`src/rtl/flt_pack.sv`:
```
// flt_pack: serializes a filtered-scanline word stream into a zlib-payload byte stream,
//   optionally followed by the big-endian Adler-32 trailer of the emitted bytes.
// Latency: combinational FIFO-head -> byte path; state/counters/checksum update on the handshake edge.
// Backpressure: byt_rdy_i=0 holds byt_dat_o and all state; an empty FIFO drops byt_val_o and holds state.
//
// Ports:
//   clk, rstn             clock; synchronous active-high reset
//   cfg_w_i, cfg_h_i      image width (pixels) / height (rows), both >= 1
//   start_i / done_o      start pulse (IDLE only) / pulse on the final byte handshake
//   fifo_flt_*            show-ahead FIFO: empty flag, head word, pop strobe
//   byt_val_o/_dat_o/_rdy_i  byte stream with valid/ready handshake
//   adler_o               running Adler-32 {b, a}
// Build option: define FLT_PACK_ADLER_EN to include the checksum and its 4-byte trailer.

`ifndef SIZE_W_WD
`define SIZE_W_WD 16
`endif
`ifndef SIZE_H_WD
`define SIZE_H_WD 16
`endif
`ifndef DATA_PXL_WD
`define DATA_PXL_WD 32
`endif

module flt_pack (
  input  logic                    clk,
  input  logic                    rstn,
  input  logic [`SIZE_W_WD-1:0]   cfg_w_i,
  input  logic [`SIZE_H_WD-1:0]   cfg_h_i,
  input  logic                    start_i,
  output logic                    done_o,
  input  logic                    fifo_flt_empty_i,
  input  logic [`DATA_PXL_WD-1:0] fifo_flt_rd_dat_i,
  output logic                    fifo_flt_rd_val_o,
  output logic                    byt_val_o,
  output logic [7:0]              byt_dat_o,
  input  logic                    byt_rdy_i,
  output logic [31:0]             adler_o
);

  localparam int WW = `SIZE_W_WD;
  localparam int HW = `SIZE_H_WD;

  typedef enum logic [1:0] {IDLE, TYP, PXL, ADL} state_t;

  state_t          r_state;
  logic [WW-1:0]   r_cnt_w;
  logic [HW-1:0]   r_cnt_h;
  logic [1:0]      r_cnt_b;

  logic            w_byt_val;
  logic [7:0]      w_byt_dat;
  logic            w_hs;
  logic            w_last_b;
  logic            w_last_px;
  logic            w_last_row;
  logic [31:0]     w_adler;

`ifdef FLT_PACK_ADLER_EN
  logic [15:0]     r_adl_a;
  logic [15:0]     r_adl_b;
  logic [16:0]     w_a_sum;
  logic [15:0]     w_a_nxt;
  logic [16:0]     w_b_sum;
  logic [15:0]     w_b_nxt;

  // Both running sums stay below 65521, so one byte (or one a') can overshoot
  // the modulus at most once; a single conditional subtract is enough. The
  // subtraction is done on the low 16 bits: modulo 2^16 it gives the same result.
  assign w_a_sum = {1'b0, r_adl_a} + {9'd0, w_byt_dat};
  assign w_a_nxt = (w_a_sum >= 17'd65521) ? (w_a_sum[15:0] - 16'd65521) : w_a_sum[15:0];
  assign w_b_sum = {1'b0, r_adl_b} + {1'b0, w_a_nxt};
  assign w_b_nxt = (w_b_sum >= 17'd65521) ? (w_b_sum[15:0] - 16'd65521) : w_b_sum[15:0];
  assign w_adler = {r_adl_b, r_adl_a};
`else
  assign w_adler = 32'h0000_0001;
`endif

  assign w_last_b   = (r_cnt_b == 2'd3);
  assign w_last_px  = (r_cnt_w == cfg_w_i - WW'(1));
  assign w_last_row = (r_cnt_h == cfg_h_i - HW'(1));

  // Byte source mux. Kept combinational so byt_val_o tracks the show-ahead
  // empty flag in the same cycle; reset forces everything quiet immediately.
  always_comb begin
    w_byt_val = 1'b0;
    w_byt_dat = 8'h00;
    case (r_state)
      TYP: begin
        w_byt_val = !fifo_flt_empty_i;
        w_byt_dat = fifo_flt_rd_dat_i[31:24];
      end
      PXL: begin
        w_byt_val = !fifo_flt_empty_i;
        w_byt_dat = fifo_flt_rd_dat_i[{r_cnt_b, 3'b000} +: 8];
      end
`ifdef FLT_PACK_ADLER_EN
      ADL: begin
        w_byt_val = 1'b1;
        case (r_cnt_b)
          2'd0:    w_byt_dat = w_adler[31:24];
          2'd1:    w_byt_dat = w_adler[23:16];
          2'd2:    w_byt_dat = w_adler[15:8];
          default: w_byt_dat = w_adler[7:0];
        endcase
      end
`endif
      default: ;
    endcase
    if (rstn) begin
      w_byt_val = 1'b0;
      w_byt_dat = 8'h00;
    end
  end

  assign w_hs = w_byt_val && byt_rdy_i;

  // Pop only on the handshake that consumes the last byte of the head word;
  // w_byt_val already implies the FIFO is not empty in TYP/PXL.
  assign fifo_flt_rd_val_o = w_hs && ((r_state == TYP) || ((r_state == PXL) && w_last_b));

`ifdef FLT_PACK_ADLER_EN
  assign done_o = w_hs && (r_state == ADL) && w_last_b;
`else
  assign done_o = w_hs && (r_state == PXL) && w_last_b && w_last_px && w_last_row;
`endif

  assign byt_val_o = w_byt_val;
  assign byt_dat_o = w_byt_dat;
  assign adler_o   = w_adler;

  always_ff @(posedge clk) begin
    if (rstn) begin
      r_state <= IDLE;
      r_cnt_w <= '0;
      r_cnt_h <= '0;
      r_cnt_b <= '0;
`ifdef FLT_PACK_ADLER_EN
      r_adl_a <= 16'd1;
      r_adl_b <= 16'd0;
`endif
    end else begin
      case (r_state)
        IDLE: begin
          if (start_i) begin
            r_state <= TYP;
            r_cnt_w <= '0;
            r_cnt_h <= '0;
            r_cnt_b <= '0;
`ifdef FLT_PACK_ADLER_EN
            r_adl_a <= 16'd1;
            r_adl_b <= 16'd0;
`endif
          end
        end
        TYP: begin
          if (w_hs) begin
            r_state <= PXL;
            r_cnt_w <= '0;
            r_cnt_b <= '0;
`ifdef FLT_PACK_ADLER_EN
            r_adl_a <= w_a_nxt;
            r_adl_b <= w_b_nxt;
`endif
          end
        end
        PXL: begin
          if (w_hs) begin
`ifdef FLT_PACK_ADLER_EN
            r_adl_a <= w_a_nxt;
            r_adl_b <= w_b_nxt;
`endif
            if (w_last_b) begin
              r_cnt_b <= '0;
              if (w_last_px) begin
                r_cnt_w <= '0;
                if (w_last_row) begin
                  r_cnt_h <= '0;
`ifdef FLT_PACK_ADLER_EN
                  r_state <= ADL;
`else
                  r_state <= IDLE;
`endif
                end else begin
                  r_cnt_h <= r_cnt_h + HW'(1);
                  r_state <= TYP;
                end
              end else begin
                r_cnt_w <= r_cnt_w + WW'(1);
              end
            end else begin
              r_cnt_b <= r_cnt_b + 2'd1;
            end
          end
        end
`ifdef FLT_PACK_ADLER_EN
        ADL: begin
          if (w_hs) begin
            if (w_last_b) begin
              r_cnt_b <= '0;
              r_state <= IDLE;
            end else begin
              r_cnt_b <= r_cnt_b + 2'd1;
            end
          end
        end
`endif
        default: r_state <= IDLE;
      endcase
    end
  end

endmodule

```
`config.mk`:
```
export PLATFORM = sky130hd
export DESIGN_NAME = flt_pack
export DESIGN_NICKNAME = d
export VERILOG_FILES = /design/src/rtl/flt_pack.sv
export SDC_FILE = /design/constraint.sdc
export NUM_CORES = 1
export LEC_CHECK = 0
export BUFFER_PORTS_ARGS = -buffer_cell sky130_fd_sc_hd__buf_2
export CAP_MARGIN = 0
export CORE_ASPECT_RATIO = 0.75
export CORE_MARGIN = 2
export CORE_UTILIZATION = 50
export DETAILED_ROUTE_END_ITERATION = 8
export PLACE_DENSITY = 0.88
export SLEW_MARGIN = 15
export SYNTH_ARGS = -nofsm -noshare
export SYNTH_HDL_FRONTEND = slang
export SYNTH_SLANG_ARGS = --single-unit
```
`constraint.sdc`:
```
create_clock -name clk -period 5.05 [get_ports clk]
set_input_delay 1.01 -clock clk [delete_from_list [all_inputs] [get_ports clk]]
set_output_delay 1.01 -clock clk [all_outputs]
set_load 0.01 [all_outputs]
```
Word level (Yosys, flattened, before mapping)
Cells that the tools add are included.
W data, S select, Z words.
- RAM bits: 0
- flip-flop bits (word level): 36
- logic and storage cells: 64
- output and inout bits: 43
- memories kept: 0
- latch bits: 0
- ROM bits: 0
- add/subtract/negate cells: 5
- bitwise logic cells: 0
- reductions and logical operators: 17
- equal/unequal tests: 10
- $lt $le $gt $ge: 0
- shift operators: 1
- divide/modulo/power cells: 0
- mux-type cells: 27
- multipliers: 0
- operators with widths (operator ; count):
    $mux W16 ; 9
    $pmux W16 S3 ; 1
    $add A16 B1 Y16 const B ; 2
    $eq A16 B16 Y1 ; 2
    $pmux W16 S2 ; 1
    $shiftx A32 B6 Y8 ; 1
    $sub A16 B1 Y16 const B ; 2
    $mux W2 ; 9
    $pmux W8 S2 ; 1
    $reduce_and A5 Y1 ; 3
    $pmux W2 S3 ; 2
    $ne A2 B2 Y1 const B ; 5
    $mux W8 ; 1
    $logic_and A1 B1 Y1 ; 7
    $eq A2 B2 Y1 const B ; 2
    $reduce_and A4 Y1 ; 1
    $mux W1 ; 3
    $reduce_bool A3 Y1 ; 1
    $add A2 B1 Y2 const B ; 1
    $eq A2 B1 Y1 const B ; 1
    $logic_not A2 Y1 ; 1
    $reduce_bool A2 Y1 ; 1
    $reduce_or A2 Y1 ; 1
    $logic_not A1 Y1 ; 1
    $logic_or A1 B1 Y1 ; 1

Depth between registers and ports, before layout
Gate-level depths: netlist of run 1.
- depth after elaboration: 9
- depth in mapped cells: 12
- mapped depth without buffers: 10

Worst setup path before layout of run 1
Ideal clock, no wire load.
- kind: input port to output port
- start: input port cfg_h_i[0]
- end: output port done_o
- stages on the path: 9
- arrival time: 3106 ps
- slack: 934 ps
- cells stage by stage: inv_1 ha_1 or4b_4 or4_1 xnor2_1 o2111ai_1 a21oi_1 nand2_1 nor3_1
- cells in the longest elaborated chain, start to end: 3
- ends and longest elaborated chain (what ; line ; text):
    start, declared ; 29 ; input logic [`SIZE_H_WD-1:0] cfg_h_i,
    $sub A16 B1 Y16 ; 81 ; assign w_last_row = (r_cnt_h == cfg_h_i - HW'(1));
    $eq A16 B16 Y1 ; 81 ;
    $logic_and A1 B1 Y1 ; 125 ; assign done_o = w_hs && (r_state == PXL) && w_last_b && w_last_px && w_last_row;
    end, declared ; 31 ; output logic done_o,
No other way between the ends.

Worst setup path after layout of run 1
Same ends and word-level chain as after synthesis.

==> impl_results.md, run 1 <==
* Status: completed
* Layout Nets at roughly 600
* Post-CTS setup buffers at 0
* Cells after Synth at around 450
* Vias post-DR at around 3600
* Hold Violations, Final at 0
* Std cell rows at 27
* Slew @ Worst Pin at 0.644 ns
* Worst EP required at between 4 and 5 ns
* Starting Density at 0.512
* HPWL Detailed at approximately 7.1 mm
* Layout cell share with drive strength beyond 1 at 0.241
* Worst IR Drop VDD at 0.000247 V
* Slew Limit Headroom at 0.567
* Top cells by area, synth: dfxtp_1 19%, xnor2_1 8.5%, buf_4 6.7%
* Max-Cap Viols at 0
* Critical Path Fanout Max at 6
* Die Footprint at just over 8000 um2
* CP dominant cell by count: buf_2
* Most numerous cell in the Yosys netlist: nor2_1
* Hold crit path type: flip-flop to flip-flop
* Number of synthesized flops with an enable pin at 0
* Reg area at about 720 um2
* Sw Share at 0.417
* Clock sink total at 36
* Vias in the first global route at between 3000 and 4000
* Iteration-0 DRC Markers at between 200 and 250
* Cts hold-fix bufs at 0
* Mapped cell area at about 3700 um2
* Register share of total power at 0.321
* Final Util at 0.567
* Int Pwr at roughly 0.57 mW
* RSZ-0062 raised after global routing: false
* Synth Flop Type: dfxtp_1
* Crit. End Element: output port
* Worst-case reg-to-reg path depth at 10
* Growth of design area from synthesis to finish at 10.6%
* Pin count of the biggest net entering global routing at 29
* Antenna violations before repair at 0
* Sum Neg Setup Slack at 0 ns
* Final period utilization at 0.907
* R2R Path Start: r_state[0]$_SDFFE_PP0P_
* Post_cts resized at 0
* Root buffer cell: clkbuf_8
* Final Max Slew Viols at 0
* CTS Buf Count at 5
* Tot GR Track Use at 0.218
* Multi-input logic area at between 2000 and 3000 um2
* DP Area at 4020 um2
* Crit Path Class: input port to output port
* Leakage at 1.54 nW
* WHS Path Cells at 2
* Gr ovfl total at 0
* Chip Height at a little under 80 um
* Antenna Cells at 0
* Skew-Pair Late Insertion Delay at 0.28 ns
* Post-synth top area share at 0.194
* Max Clk Rate at 218 MHz
* Synth warn at 0
* Reg-to-Reg End: r_cnt_w[15]$_SDFFE_PP0P_
* CTS H-tree depth at 2
* Drt drc at 0
* Clk pin slew, worst setup/hold paths at 0.07 ns
* Combinational fraction of design power at 0.458
* Core ar. at around 7300 um2
* P_sw at 0.411 mW
* Cell chain of the critical path: buf_2 > inv_1 > ha_1 > or4b_4 > or4_1 > xnor2_1 > o2111ai_1 > a21oi_1 > nand2_1 > nor3_1 > buf_2
* Slack of the critical path at between 0.4 and 0.5 ns
* CP bufs+invs at 3
* Syn Area/Cell at 8.33 um2
* Synth top cells by count: 50 x nor2_1, 36 x dfxtp_1, 36 x xnor2_1
* Worst-case clock buffer depth at 2
* Distinct cells, synth at between 70 and 80
* GPL Wtd Cong at roughly 0.94
* Worst Hold Path EP: r_cnt_w[1]$_SDFFE_PP0P_
* Hold path start: r_cnt_w[1]$_SDFFE_PP0P_
* R2r setup slk at between 1.5 and 2 ns
* Post-synth top area cell: dfxtp_1
* Clock power frac at 0.221
* Worst setup slack after placement at roughly 0.53 ns
* Final Critical Period at 4.58 ns
* WL final at 9.14 mm
* Final ANT Viol Nets at 0
* Crit path launch type: input port
* CP peak stage delay at about 0.53 ns
* I/O pins at between 100 and 150
* #FFs+latches synth at 36
* CTS tree: done
* First-pass DRT Iterations at 4
* Global-route wire length before repair at approximately 15 mm
* Die X at around 100 um
* P per Cell Area at approximately 240 nW/um2
* Via density at between 5 and 6
* Fin Clk Skew at roughly 0.0054 ns
* Final setup viols at 0
* Design Area, Final at approximately 4000 um2
* Filler cell count at 633
* CP startpoint: cfg_h_i[0]
* Average wire per standard cell at 14.9 um
* IO Port Bufs at between 70 and 80
* Seq/Total Area, Yosys at 0.194
* CP delay by family, top: simple AND/OR/NAND/NOR gates
* Ys async rst share at 0
* CP max-delay cell: or4b_4
* WP data arrival at roughly 3.6 ns
## per-stage QoR
step                      hold slack [ns]  instances  power, mW
after floorplan                     0.488        477      0.682
after global placement              0.513        607      0.749
final                               0.541        615      0.985
after global routing                0.568        615       1.05
after detailed placement            0.535        607      0.767
after CTS                           0.547        615      0.984
## cell usage in the layout, fill, tap and decap left out, types with 4 or more instances in the layout
cell type	synthesis	layout
a211oi_1	4	4
a21oi_1	16	16
a22oi_1	11	11
a31oi_1	5	5
and3_1	8	8
buf_2	2	79
clkbuf_8	0	6
conb_1	2	32
dfxtp_1	36	36
ha_1	10	10
inv_1	14	14
mux2i_1	7	7
mux4_2	8	8
nand2_1	21	21
nand2b_1	6	6
nand3_1	18	18
nand4_1	9	9
nor2_1	50	50
nor2b_1	9	9
nor3_1	10	10
nor3_2	5	5
nor4_1	9	9
o2111ai_1	4	4
o211ai_1	4	4
o21ai_0	6	6
or3_1	4	4
xnor2_1	36	36
xor2_1	19	19
## worst max-delay path by stage
stage | end | slack, ns | cells past startpoint
2_1_floorplan | done_o | 0.93 | 9
3_3_place_gp | done_o | 0.62 | 11
3_5_place_dp | done_o | 0.53 | 11
4_1_cts | done_o | 0.51 | 11
5_1_grt | done_o | 0.32 | 11
6_report | done_o | 0.47 | 11
## logic make-up after synthesis
kind of cell | Yosys count | share of synthesized area
and+or+nand+nor | 184 | 0.297
AOI/OAI and AO/OA | 80 | 0.169
buffers and inverters | 64 | 0.105
xor gates and xnor gates | 55 | 0.129
DFF | 36 | 0.194
muxes | 16 | 0.0703
adders and majority gates | 10 | 0.0336
other | 2 | 0.00202
## tightest hold or removal path, cell delays in order (launching register included)
cell,delay (ns)
dfxtp_1,0.35
nand2b_1,0.08
a21oi_1,0.06
## power by group through the flow
stage	Combinational, mW	Clock (mW)	Sequential (mW)
final	0.451	0.218	0.316
after CTS	0.448	0.220	0.317
after detailed placement	0.443	0	0.323
after global placement	0.428	0	0.321
after global routing	0.493	0.235	0.319
after floorplan	0.368	0	0.314
## routing by layer
metal,vias up,wire length (um),global-route usage
met5,-,0,0
met4,0,116,0.0635
met3,14,645,0.0394
met2,172,4400,0.386
met1,1682,3980,0.274
li1,1710,-,-
## state kept, by name, indices dropped and copies added (netlist names)
| register | count |
|---|---|
| r_cnt_h | 16 |
| r_cnt_w | 16 |
| r_state | 2 |
| r_cnt_b | 2 |
## layout make-up
type / instances / share of cell area
inverter: 14 / 0.0128
tap: 101 / 0.0307
timing repair buffer: 79 / 0.0960
multi-input combinational: 377 / 0.662
clock buffer: 6 / 0.0201
sequential: 36 / 0.175
clock inverter: 2 / 0.00365
Note: power is estimated with default switching activity, not from simulation.
==> inputs of run 2 (changes only) <==
==> constraint.sdc (replaced) <==
create_clock -name clk -period 5.05 [get_ports clk]
set_input_delay 1.01 -clock clk [delete_from_list [all_inputs] [get_ports clk]]
set_output_delay 1.01 -clock clk [all_outputs]
set_load 0.1 [all_outputs]
==> impl_results.md, run 2 (synthesis results as in run 1) <==
* Status: completed
* Pin count of the biggest net entering global routing at 29 (unchanged)
* IO Port Bufs at 79 (unchanged)
* WL final at 9.23 mm (+1.0%)
* CTS tree: done
* Core ar. at 7260 um2 (unchanged)
* Die X at 104 um (unchanged)
* CP startpoint: cfg_h_i[0]
* Commonest non-fill, non-tap cell in the layout: buf_2
* Commonest non-fill, non-tap cells in the layout: 78 x buf_2, 49 x nor2_1, 36 x xnor2_1, 36 x dfxtp_1, 32 x conb_1
* Fin Clk Skew at 0.0106 ns (+0.00517 ns)
* Slew Limit Headroom at 0.565 (-0.00211)
* Tot GR Track Use at 0.221 (+0.00331)
* CTS Buf Count at 5 (unchanged)
* Growth of design area from synthesis to finish at 11.8%
* Hold Violations, Final at 0 (unchanged)
* Critical Path Fanout Max at 6 (unchanged)
* Starting Density at 0.512 (unchanged)
* Max-Cap Viols at 0 (unchanged)
* P per Cell Area at 280 nW/um2 (+17%)
* Final period utilization at 0.916 (+0.00840)
* CP Capture Point: done_o
* Met3 WL at 642 um (-0.47%)
* Vias post-DR at 3645 (+1.9%)
* R2r setup slk at 1.85 ns (+0.03 ns)
* Clk pin slew, worst setup/hold paths at 0.07 ns (about the same)
* Final Util at 0.573 (+0.00586)
* Via density at 5.93 (+1.9%)
* HPWL Detailed at 7.28 mm (+2.9%)
* Crit path launch type: input port
* Chip Height at 78.7 um (unchanged)
* Layout Nets at 592 (unchanged)
* CTS H-tree depth at 2 (unchanged)
* Vias in the first global route at 3283 (-1.5%)
* Gr ovfl total at 0 (unchanged)
* Skew-Pair Late Insertion Delay at 0.29 ns (about the same)
* Largest regs: r_cnt_h (16), r_cnt_w (16)
* GPL Wtd Cong at 0.912 (-3.2%)
* Filler cell count at 631 (-0.32%)
* Crit Path Class: input port to output port
* RSZ-0062 raised after global routing: false
* Routed wl met2 at 4.35 mm (-1.1%)
* Top Layer Used: met4
* Std cell rows at 27 (unchanged)
* Final ANT Viol Nets at 0 (unchanged)
* First-pass DRT Iterations at 4 (unchanged)
* Total Power at 1.17 mW (+18%)
* Final Max Slew Viols at 0 (unchanged)
* Post-CTS setup buffers at 0 (unchanged)
* Worst-case clock buffer depth at 2 (unchanged)
* Worst IR Drop VDD at 0.000240 V (-3.1%)
* Post_cts resized at 0 (unchanged)
* Fin Hold WS at 0.550 ns (+0.00894 ns)
* Sum Neg Setup Slack at 0 ns (unchanged)
* Drt drc at 0 (unchanged)
* Final setup viols at 0 (unchanged)
* WP data arrival at 3.61 ns (+0.04 ns)
* Cts hold-fix bufs at 0 (unchanged)
* Crit. End Element: output port
* Iteration-0 DRC Markers at 247 (+10%)
* R2R Path Start: r_state[0]$_SDFFE_PP0P_
* Reg-to-Reg End: r_cnt_w[15]$_SDFFE_PP0P_
* Reg area at 721 um2 (unchanged)
* Multi-input logic area at 2740 um2 (+0.51%)
* Layout cell share with drive strength beyond 1 at 0.245 (+0.00389)
* Global-route wire length before repair at 15.0 mm (+1.2%)
* Average wire per standard cell at 15.0 um (+1.0%)
* Slew @ Worst Pin at 0.647 ns (+0.00314 ns)
* Worst EP required at 4.04 ns (about the same)
* Antenna Cells at 0 (unchanged)
* Worst-case reg-to-reg path depth at 10 (unchanged)
* Metal-1 WL at 4.05 mm (+1.9%)
* Die Footprint at 8160 um2 (unchanged)
* Antenna violations before repair at 0 (unchanged)
* Clock sink total at 36 (unchanged)
* Leakage at 1.57 nW (+1.9%)
* I/O pins at 112 (unchanged)
* Max Clk Rate at 216 MHz (-0.92%)
* Root buffer cell: clkbuf_8
* Hold crit path type: flip-flop to flip-flop
* Final Critical Period at 4.62 ns (+0.0424 ns)
==> run 2: changes by cell type in the layout (fill, tap and decap cells not counted), sizes merged <==
cell      delta
bufinv       +1
clkbuf       -1
clkinv       +1
clkinvlp     -1
==> run 2: worst min-delay path by stage <==
stage | slack (ns) | startpoint | depth (start not counted) | end
final | 0.55 | r_cnt_w[15]$_SDFFE_PP0P_ | 2 | r_cnt_w[15]$_SDFFE_PP0P_
after global placement | 0.51 | r_cnt_w[1]$_SDFFE_PP0P_ | 2 | r_cnt_w[1]$_SDFFE_PP0P_
after global routing | 0.57 | r_cnt_w[15]$_SDFFE_PP0P_ | 2 | r_cnt_w[15]$_SDFFE_PP0P_
after floorplan | 0.49 | r_cnt_w[1]$_SDFFE_PP0P_ | 2 | r_cnt_w[1]$_SDFFE_PP0P_
after CTS | 0.55 | r_cnt_w[1]$_SDFFE_PP0P_ | 2 | r_cnt_w[1]$_SDFFE_PP0P_
after detailed placement | 0.54 | r_cnt_w[15]$_SDFFE_PP0P_ | 2 | r_cnt_w[15]$_SDFFE_PP0P_
==> run 2: cell type report <==
class / instances / share of cell area
clock buffer: 5 / 0.0165
clock inverter: 3 / 0.0102
inverter: 14 / 0.0126
multi-input combinational: 377 / 0.658
sequential: 36 / 0.173
tap: 101 / 0.0304
timing repair buffer: 79 / 0.0986
==> run 2: metal layers <==
metal	vias to the layer above	track usage
met3	21	0.0320
met2	185	0.372
li1	1717	-
met4	0	0.0757
met1	1722	0.293
met5	-	0
==> run 2: report_power, final <==
| group | internal [mW] | switching (mW) | leakage (nW) |
|---|---|---|---|
| clock | 0.146 | 0.109 | 0.0541 |
| sequential | 0.296 | 0.0201 | 0.291 |
| combinational | 0.168 | 0.427 | 1.23 |
==> run 2: metrics by stage <==
stage	area [um2]	cells	setup WS [ns]
6_report	4160	615	0.427
3_5_place_dp	4050	607	0.438
4_1_cts	4160	615	0.435
5_1_grt	4160	615	0.251
2_1_floorplan	3850	477	0.233
3_3_place_gp	4050	607	0.475
==> run 2: worst max-delay path, cell delays in order <==
cell and delay, ns:
buf_2 0.12, inv_1 0.05, ha_1 0.21, or4b_4 0.53, or4_1 0.50, xnor2_1 0.15, o2111ai_1 0.12, a21oi_1 0.33
nand2_1 0.16, nor3_4 0.23, buf_12 0.20
==> inputs of run 3 (changes only) <==
--- a/config.mk
+++ b/config.mk
@@ -10,7 +10,9 @@
 export CORE_ASPECT_RATIO = 0.75
 export CORE_MARGIN = 2
 export CORE_UTILIZATION = 50
+export CTS_CLUSTER_DIAMETER = 40
 export DETAILED_ROUTE_END_ITERATION = 8
+export GPL_TIMING_DRIVEN = 0
 export PLACE_DENSITY = 0.88
 export SLEW_MARGIN = 15
 export SYNTH_ARGS = -nofsm -noshare
==> impl_results.md, run 3 (synthesis results as in run 1) <==
* Cell chain of the critical path: buf_2 > inv_1 > ha_1 > or4b_4 > or4_1 > xnor2_1 > o2111ai_1 > a21oi_1 > nand2_1 > nor3_4 > clkbuf_4
* Worst-case clock buffer depth at 2 (unchanged)
* Hold crit path type: flip-flop to flip-flop
* Vias in the first global route at 3501 (+6.6%)
* CTS tree: done
* Layout cell share with drive strength beyond 1 at 0.286 (+0.0413)
* R2r setup slk at 2.04 ns (+0.19 ns)
* Iteration-0 DRC Markers at 269 (+8.9%)
* Skew-Pair Late Insertion Delay at 0.29 ns (about the same)
* Die Footprint at 8160 um2 (unchanged)
* Filler cell count at 603 (-4.4%)
* Clk pin slew, worst setup/hold paths at 0.07 ns (about the same)
* Final setup viols at 0 (unchanged)
* Vias post-DR at 3699 (+1.5%)
* Crit path launch type: input port
* P per Cell Area at 263 nW/um2 (-6.3%)
* Worst EP required at 4.04 ns (about the same)
* Std cell rows at 27 (unchanged)
* Fin Hold WS at 0.545 ns (-0.00495 ns)
* Hold Violations, Final at 0 (unchanged)
* Final Util at 0.614 (+0.0412)
* CP bufs+invs at 3 (unchanged)
* Antenna violations before repair at 0 (unchanged)
* Leakage at 1.77 nW (+13%)
* Final ANT Viol Nets at 0 (unchanged)
* Dpl cells at 655 (+7.9%)
* Drt drc at 0 (unchanged)
* Starting Density at 0.512 (unchanged)
* Chip Height at 78.7 um (unchanged)
* Gr ovfl total at 0 (unchanged)
* Average wire per standard cell at 14.4 um (-3.9%)
* Reg-to-Reg End: r_cnt_w[15]$_SDFFE_PP0P_
* WL final at 9.57 mm (+3.7%)
* Global-route wire length before repair at 16.0 mm (+6.0%)
* Pin count of the biggest net entering global routing at 11 (-62%)
* CTS H-tree depth at 2 (unchanged)
* Tot GR Track Use at 0.235 (+0.0139)
* Largest regs: r_cnt_h (16), r_cnt_w (16)
* Worst IR Drop VDD at 0.000230 V (-4.1%)
* Critical Path Fanout Max at 6 (unchanged)
* Slew @ Worst Pin at 0.703 ns (+0.0563 ns)
* Worst setup slack after placement at 0.0729 ns (-0.365 ns)
* GPL Wtd Cong at 0.947 (+3.8%)
* Worst-case reg-to-reg path depth at 10 (unchanged)
* Sum Neg Setup Slack at 0 ns (unchanged)
* CP peak stage delay at 0.54 ns (about the same)
* WHS Path Cells at 2 (unchanged)
* CTS Buf Count at 5 (unchanged)
* Via density at 5.58 (-5.9%)
* Antenna Cells at 0 (unchanged)
* Final Critical Period at 4.92 ns (+0.299 ns)
* HPWL Detailed at 7.77 mm (+6.6%)
* Hold path start: r_cnt_w[1]$_SDFFE_PP0P_
* CP max-delay cell: or4b_4
* I/O pins at 112 (unchanged)
* Commonest non-fill, non-tap cells in the layout: 78 x buf_2, 49 x nor2_1, 36 x xnor2_1, 36 x dfxtp_1, 33 x buf_4
* Layout Nets at 640 (+8.1%)
* First-pass DRT Iterations at 4 (unchanged)
* Crit Path Class: input port to output port
* Growth of design area from synthesis to finish at 19.8%
* Layout Cells excl Fill at 663 (+7.8%)
* Root buffer cell: clkbuf_8
* Worst Hold Path EP: r_cnt_w[1]$_SDFFE_PP0P_
* Die X at 104 um (unchanged)
* Final Max Slew Viols at 0 (unchanged)
* R2R Path Start: r_state[0]$_SDFFE_PP0P_
* Status: completed
* Fin Clk Skew at 0.00746 ns (-0.00316 ns)
* Max Clk Rate at 203 MHz (-6.1%)
* WP data arrival at 3.91 ns (+0.30 ns)
* Max-Cap Viols at 0 (unchanged)
* IO Port Bufs at 77 (-2.5%)
* CP delay by family, top: simple AND/OR/NAND/NOR gates
* Slack of the critical path at 0.128 ns (-0.299 ns)
* Commonest non-fill, non-tap cell in the layout: buf_2
* Core ar. at 7260 um2 (unchanged)
* Slew Limit Headroom at 0.531 (-0.0340)
* Clock sink total at 36 (unchanged)
* Post-CTS setup buffers at 0 (unchanged)
* Final period utilization at 0.975 (+0.0591)
* RSZ-0062 raised after global routing: false
* Crit. End Element: output port
-- run 3: cell count changes in the layout (fill, tap and decap cells not counted) --
| cell | change |
|---|---|
| buf_12 | -1 |
| buf_4 | +33 |
| buf_6 | +3 |
| bufinv_16 | -1 |
| clkbuf_1 | +14 |
| clkbuf_4 | +1 |
| clkbuf_8 | +1 |
| clkinv_2 | -1 |
| clkinvlp_4 | -1 |
| nor4_1 | -1 |
| nor4_2 | +1 |
-- run 3: per-layer routing --
metal  vias to the layer above  track usage  wire, um
met5                         -            0         0
met4                         0       0.0797       167
met3                        16       0.0353       551
met2                       146        0.417      4630
met1                      1723        0.295      4220
li1                       1814            -         -
-- run 3: worst max-delay path by stage --
stage,start,slack [ns],cells after the start,endpoint
2_1_floorplan,rstn,0.23,8,done_o
3_3_place_gp,cfg_h_i[0],0.16,11,done_o
3_5_place_dp,cfg_h_i[0],0.07,11,done_o
4_1_cts,cfg_h_i[0],0.06,11,done_o
5_1_grt,cfg_h_i[0],0.07,11,done_o
6_report,cfg_h_i[0],0.13,11,done_o
-- run 3: timing repair --
item | CTS | global route
setup endpoints to repair | 0 | 1
gates resized for setup | 0 | 2
hold buffers | 0 | 0
-- run 3: tightest hold or removal path, stage by stage, from the launching register on --
cell and delay (ns):
dfxtp_1 0.36, nand2b_1 0.09, a21oi_1 0.06
-- run 3: through the flow --
stage               area (um2)  power (mW)
finish                    4460        1.17
global route              4460        1.23
CTS                       4450        1.17
detailed placement        4360       0.954
global placement          4360       0.930
floorplan                 3850       0.824
-- run 3: final cells by class --
class	count	area, um2	area share
tap	101	126	0.0283
buffer	50	337	0.0755
inverter	14	52.6	0.0118
sequential	36	721	0.162
clock buffer	8	90.1	0.0202
multi-input combinational	377	2750	0.616
timing repair buffer	77	388	0.0870
-- run 3: where the power goes --
group          internal (mW)  total [mW]  switching (mW)  leakage, nW
Combinational          0.201       0.645           0.444         1.44
Sequential             0.296       0.312          0.0154        0.291
Clock                  0.111       0.214           0.103       0.0455
